**config.mk**
```make
export PLATFORM = sky130hd
export DESIGN_NAME = pattern_gen
export DESIGN_NICKNAME = d
export VERILOG_FILES = /design/src/rtl/pattern_gen.sv
export SDC_FILE = /design/constraint.sdc
export NUM_CORES = 1
export LEC_CHECK = 0
export ABC_CLOCK_PERIOD_IN_PS = 2300
export CAP_MARGIN = 10
export CORE_UTILIZATION = 57
export CTS_CLUSTER_DIAMETER = 40
export DETAILED_ROUTE_END_ITERATION = 6
export DONT_BUFFER_PORTS = 1
export HOLD_SLACK_MARGIN = 0.08
export PLACE_DENSITY_LB_ADDON = 0.25
export SLEW_MARGIN = 20
export SYNTH_ARGS = -nofsm -noshare
export SYNTH_HDL_FRONTEND = slang
export SYNTH_SLANG_ARGS = --single-unit
```
**constraint.sdc**
```tcl
create_clock -name clock -period 2.3 [get_ports clock]
set_input_delay 0.46 -clock clock [delete_from_list [all_inputs] [get_ports clock]]
set_output_delay 0.46 -clock clock [all_outputs]
set_load 0.005 [all_outputs]
```
**src/rtl/pattern_gen.sv**
```systemverilog
// pattern_gen: plays a small pattern memory out onto WIDTH pins, holding each
// entry for divider+1 clocks. Output launches either from the rising-edge
// register or from a copy retimed onto the falling edge (half a cycle later).
module pattern_gen #(
    parameter  int WIDTH     = 8,
    parameter  int DEPTH     = 16,
    parameter  int DIV_WIDTH = 16,
    localparam int AW        = $clog2(DEPTH)
) (
    input  logic                 clock,
    input  logic                 reset_n,
    input  logic                 wr_en,
    input  logic [AW-1:0]        wr_addr,
    input  logic [WIDTH-1:0]     wr_data,
    input  logic [AW-1:0]        last_addr,
    input  logic [DIV_WIDTH-1:0] divider,
    input  logic                 loop,
    input  logic                 edge_launch,
    input  logic                 start,
    input  logic                 stop,
    output logic [WIDTH-1:0]     data_out,
    output logic                 busy,
    output logic                 done
);

    typedef enum logic {
        IDLE = 1'b0,
        RUN  = 1'b1
    } state_t;

    state_t               state_q, state_d;
    logic [AW-1:0]        addr_q, addr_d;
    logic [DIV_WIDTH-1:0] cnt_q, cnt_d;
    logic [WIDTH-1:0]     pos_q, pos_d;
    logic [WIDTH-1:0]     neg_q;
    logic                 done_q, done_d;

    // Shadow copies of the run configuration, captured when a run starts so
    // that host-side changes during playback cannot disturb it.
    logic [AW-1:0]        last_s_q, last_s_d;
    logic [DIV_WIDTH-1:0] div_s_q, div_s_d;
    logic                 loop_s_q, loop_s_d;
    logic                 edge_s_q, edge_s_d;

    logic [WIDTH-1:0]     mem_q [DEPTH];
    logic [AW-1:0]        addr_inc;
    logic                 edge_sel;

    assign addr_inc = addr_q + AW'(1);

    // Pattern memory write port; locked out while a run is in progress.
    // NOTE: the memory has no reset -- its contents are undefined after reset,
    // and leaving it unreset lets it map onto plain storage without a reset net.
    always_ff @(posedge clock) begin
        if (wr_en && (state_q == IDLE)) begin
            mem_q[wr_addr] <= wr_data;
        end
    end

    // Next-state and datapath logic for the IDLE/RUN sequencer.
    // NOTE: every signal is given its hold value first, so no path through the
    // case can leave one unassigned and infer a latch.
    always_comb begin
        state_d  = state_q;
        addr_d   = addr_q;
        cnt_d    = cnt_q;
        pos_d    = pos_q;
        done_d   = 1'b0;
        last_s_d = last_s_q;
        div_s_d  = div_s_q;
        loop_s_d = loop_s_q;
        edge_s_d = edge_s_q;

        case (state_q)
            IDLE: begin
                // stop is not looked at here, so start wins when both arrive.
                if (start) begin
                    last_s_d = last_addr;
                    div_s_d  = divider;
                    loop_s_d = loop;
                    edge_s_d = edge_launch;
                    pos_d    = mem_q[0];
                    addr_d   = '0;
                    cnt_d    = '0;
                    state_d  = RUN;
                end
            end
            RUN: begin
                if (stop) begin
                    // Abort: value on the pins stays frozen, no done pulse.
                    state_d = IDLE;
                end else if (cnt_q < div_s_q) begin
                    cnt_d = cnt_q + DIV_WIDTH'(1);
                end else begin
                    cnt_d = '0;
                    if (addr_q < last_s_q) begin
                        addr_d = addr_inc;
                        pos_d  = mem_q[addr_inc];
                    end else if (loop_s_q) begin
                        addr_d = '0;
                        pos_d  = mem_q[0];
                    end else begin
                        state_d = IDLE;
                        done_d  = 1'b1;
                    end
                end
            end
            default: state_d = IDLE;
        endcase
    end

    // Rising-edge state register for the sequencer, launch register and shadows.
    // NOTE: non-blocking assignments so every register samples pre-edge values.
    always_ff @(posedge clock or negedge reset_n) begin
        if (!reset_n) begin
            state_q  <= IDLE;
            addr_q   <= '0;
            cnt_q    <= '0;
            pos_q    <= '0;
            done_q   <= 1'b0;
            last_s_q <= '0;
            div_s_q  <= '0;
            loop_s_q <= 1'b0;
            edge_s_q <= 1'b0;
        end else begin
            state_q  <= state_d;
            addr_q   <= addr_d;
            cnt_q    <= cnt_d;
            pos_q    <= pos_d;
            done_q   <= done_d;
            last_s_q <= last_s_d;
            div_s_q  <= div_s_d;
            loop_s_q <= loop_s_d;
            edge_s_q <= edge_s_d;
        end
    end

    // Falling-edge retiming copy of the launch register.
    always_ff @(negedge clock or negedge reset_n) begin
        if (!reset_n) begin
            neg_q <= '0;
        end else begin
            neg_q <= pos_q;
        end
    end

    // While idle the live edge_launch picks the source; during a run the shadow does.
    assign edge_sel = (state_q == RUN) ? edge_s_q : edge_launch;
    assign data_out = edge_sel ? pos_q : neg_q;
    assign busy     = (state_q == RUN);
    assign done     = done_q;

endmodule

```
---- Word-level counts from Yosys, hierarchy flattened ----
Memory sizes are Yosys's and may differ from the RTL's.
Cells that the tools add are included.
word-level totals
  bits in registers ....................... 60
  RAM bits ................................ 128
  input port bits ......................... 39
  output and inout bits ................... 10
  word-level logic and storage cells ...... 55
  memories kept ........................... 1
operators by class
  add/subtract/negate cells ............... 2
  $lt $le $gt $ge ......................... 2
  equal/unequal tests ..................... 4
  muxes and demuxes ....................... 31
  bitwise logic cells ..................... 1
  reductions and logical operators ........ 4
memory list
  memory  words  width  read ports  clocked after memory_dff  wr ports  line  source
  mem_q   16     8      2           0                         1         45    logic [WIDTH-1:0] mem_q [DEPTH];
operator list
  cell                   number
  $mux 16                3
  $mux 8                 6
  $pmux 16 s2            1
  $mux 4                 5
  $add 16x1->16 const B  1
  $lt 16x16->1           1
  $pmux 8 s2             1
  $mux 1                 13
  $pmux 4 s2             1
  $ne 2x2->1 const B     3
  $add 4x1->4 const B    1
  $lt 4x4->1             1
  $reduce_and 2->1       2
  $reduce_and 4->1       1
  $ne 3x1->1 const B     1
  $pmux 1 s2             1
  $logic_and 1x1->1      1
  $not 1->1              1

---- Depth between registers and ports, before layout ----
An unclocked memory read counts as a cell.
  depth after elaboration ................. 6
  gate-level depth with buffers ........... 9
  mapped depth without buffers ............ 8

==> metrics.md <==
| Metric | Value |
|---|---|
| Ports | 49 |
| Final #Nets | 667 |
| PnR worst setup slack | -326.6 ps |
| Mapped Nets | 592 |
| Area growth syn-to-layout | 20.95% |
| DIE AREA | 0.01493 mm² |
| Mapped cell area | 0.008232 mm² |
| Total gr overflow | 0 |
| LEAKAGE | 0.003763 µW |
| CP required | 1840 ps |
| DR pass1 iterations | 5 |
| Yosys top cell area share | 46.69% |
| Initial antenna violation count | 0 |
| DRC violations left | 0 |
| Setup TNS | -2543 ps |
| Starting Density | 58.85% |
| Final worst hold slack | 107.9 ps |
| Crit path kind | reg -> out |
| Antenna Nets Post-Route | 0 |
| Final hold violations | 0 |
| Slew headroom | 56.55% |
| HPWL Detailed | 11110 µm |
| Startpoint types | flip-flop |
| Worst path cell trace | mux2_4 |
| Register area share after synthesis | 64.93% |
| CTS sink cnt | 188 |
| Wire per inst | 23.01 µm |
| Max Buffers Root-to-Sink | 2 |
| Final Setup Violations | 11 |
| Layout cell share with drive strength beyond 1 | 31.88% |
| Failing checks | negative setup slack |
| CP max stage cell | dfrtn_1 |
| Hold crit path type | in -> reg |
| Vias | 4929 |
| RSZ-0062 raised after global routing | yes |
| Final cell count without fillers | 801 |
| DIE HEIGHT | 122.2 µm |
| Die width | 122.2 µm |
| CP top delay family | flip-flops |
| Critical path buffers and inverters | 0 |
| Placed Cells | 752 |
| Post-Syn Instances | 533 |
| Vias per cell | 6.154 |
| Total CTS buffers | 17 |
| Clk_lat worst skew | 440 ps |
| H-tree levels | 4 |
| CP max FO | 1 |
| Std-Cell Rows | 43 |
| Synth top area cells | edfxtp_1 47%, dfrtp_1 16%, mux4_2 5.2% |
| Final WL | 18430 µm |
| Largest net degree at the start of global routing | 53 |
| Top_reg_cell synth | edfxtp_1 |
| First-pass GRT wire length | 26600 µm |
| Top cell type by total area after synthesis | edfxtp_1 |
| Status | finished with violations |
| Pins Over Slew Limit | 0 |
| Max incr delay on CP | 340 ps |
| 1st-iter DRT viols | 538 |
| Post-synth EDFFs | 128 |
| CTS tree | built |
| Ys Warns | 0 |
| Clk_skew | 30.79 ps |
| Gr usage total | 25.08% |
| Worst path arrival time | 2170 ps |
| CP endpoint kind | output port |
| Clk root buf | clkbuf_16 |
| Pwr per Cell Area | 1044 mW/mm² |
| Setup WS pre-CTS | -72.41 ps |
| CTS clk-pin slew, worst paths | 70 ps |
| Peak supply drop | 0.6733 mV |
| GP Congestion | 0.8089 |
| Yosys reg bits | 188 |
| Syn Area/Cell | 15.44 µm² |
| Actual slew at the worst max-slew pin | 651.0 ps |
| Buffers added on ports | 0 |
| Async S/R FF share, synth | 31.91% |
| Vias in the first global route | 4843 |
| Diode count | 0 |
| Core footprint | 0.01399 mm² |
| Max-Cap Viols | 0 |
| Synth cell types | 52 |
path summary, 6_finish.rpt:
check / from / to / slack, ps / cells after the start
min in group asynchronous: reset_n / pos_q[2] / 540 / 2
hold / removal: wr_data[0] / mem_q[12][0] / 110 / 0
hold reg to reg: edge_s_q / edge_s_q / 490 / 2
setup / recovery: neg_q[5] / data_out[5] / -330 / 1
max in group asynchronous: reset_n / neg_q[6] / 1420 / 0
setup reg to reg: div_s_q[13] / cnt_q[11] / -50 / 9
report_power, final:
part	leakage [µW]	internal (µW)	switching, µW
combinational	0.00157	1920	1510
clock	0.000277	1530	1340
sequential	0.00192	3910	185
total	0.00376	7360	3040
sequential cells by signal, summed over array words and instances (netlist names):
| signal | cells |
|---|---|
| addr_q | 4 |
| busy | 1 |
| cnt_q | 16 |
| div_s_q | 16 |
| done | 1 |
| edge_s_q | 1 |
| last_s_q | 4 |
| loop_s_q | 1 |
| mem_q | 128 |
| neg_q | 8 |
| pos_q | 8 |
synth_stat cells, types with 6 or more instances:
master,n
nand3_1,20
ha_1,20
mux2_2,17
o311ai_1,8
a21oi_1,7
mux4_1,14
inv_1,23
buf_2,6
mux4_2,19
nand2_1,64
o21ai_0,21
mux2i_1,9
edfxtp_1,128
nor4_1,6
nor2_1,25
clkbuf_1,10
mux2_4,9
dfrtp_1,52
dfrtn_1,8
layout make-up:
class | instances | area, µm²
Sequential cell | 188 | 5346
Timing Repair Buffer | 77 | 754.5
Clock inverter | 15 | 155.1
Multi-Input combinational cell | 301 | 2963
Tap cell | 180 | 225.2
Clock buffer | 17 | 425.4
Fill cell | 850 | 4033
Inverter | 23 | 86.33
placed cells by master, fill, tap and decap left out, drive strengths merged, types with 9 or more instances in the layout:
master    n
o21ai    26
edfxtp  128
o311ai   12
mux2     26
mux2i     9
nand2    64
mux4     33
inv      31
clkbuf   17
dfrtp    52
ha       20
nand3    20
nor2     25
buf      76
what timing repair did:
item | CTS | global route
setup endpoints to repair | 27 | 29
endpoints found under the hold margin | 52 | 0
gates cloned | 3 | 1
setup buffers | 5 | 9
pin swaps | 7 | 13
hold buffers | 2 | 0
gates resized for setup | 22 | 41
per-stage QoR:
step	utilization [%]	power, µW	area (µm²)
4_1_cts	69.12	10030	9669
6_report	71.17	10390	9956
2_1_floorplan	-	5977	8233
3_5_place_dp	63.23	6775	8845
3_3_place_gp	63.23	6699	8845
5_1_grt	71.17	10760	9956
per-layer routing:
metal,share of wire (%),GRT usage (%),vias to the layer above
met5,0,0,-
met4,2.9,11.13,0
met3,5.9,5.852,49
met2,51,41.91,183
met1,40,31.24,2496
li1,-,-,2201
logic make-up after synthesis:
logic type               share of synthesized area [%]
AO/OA/AOI/OAI                                    6.399
XOR/XNOR                                        0.4257
adder cells (fa/ha/maj)                          3.040
buffers and inverters                            2.706
flip-flops                                       64.93
multiplexers                                     14.73
AND/OR/NAND/NOR                                  7.767
Power figures use the tool's default switching activity.
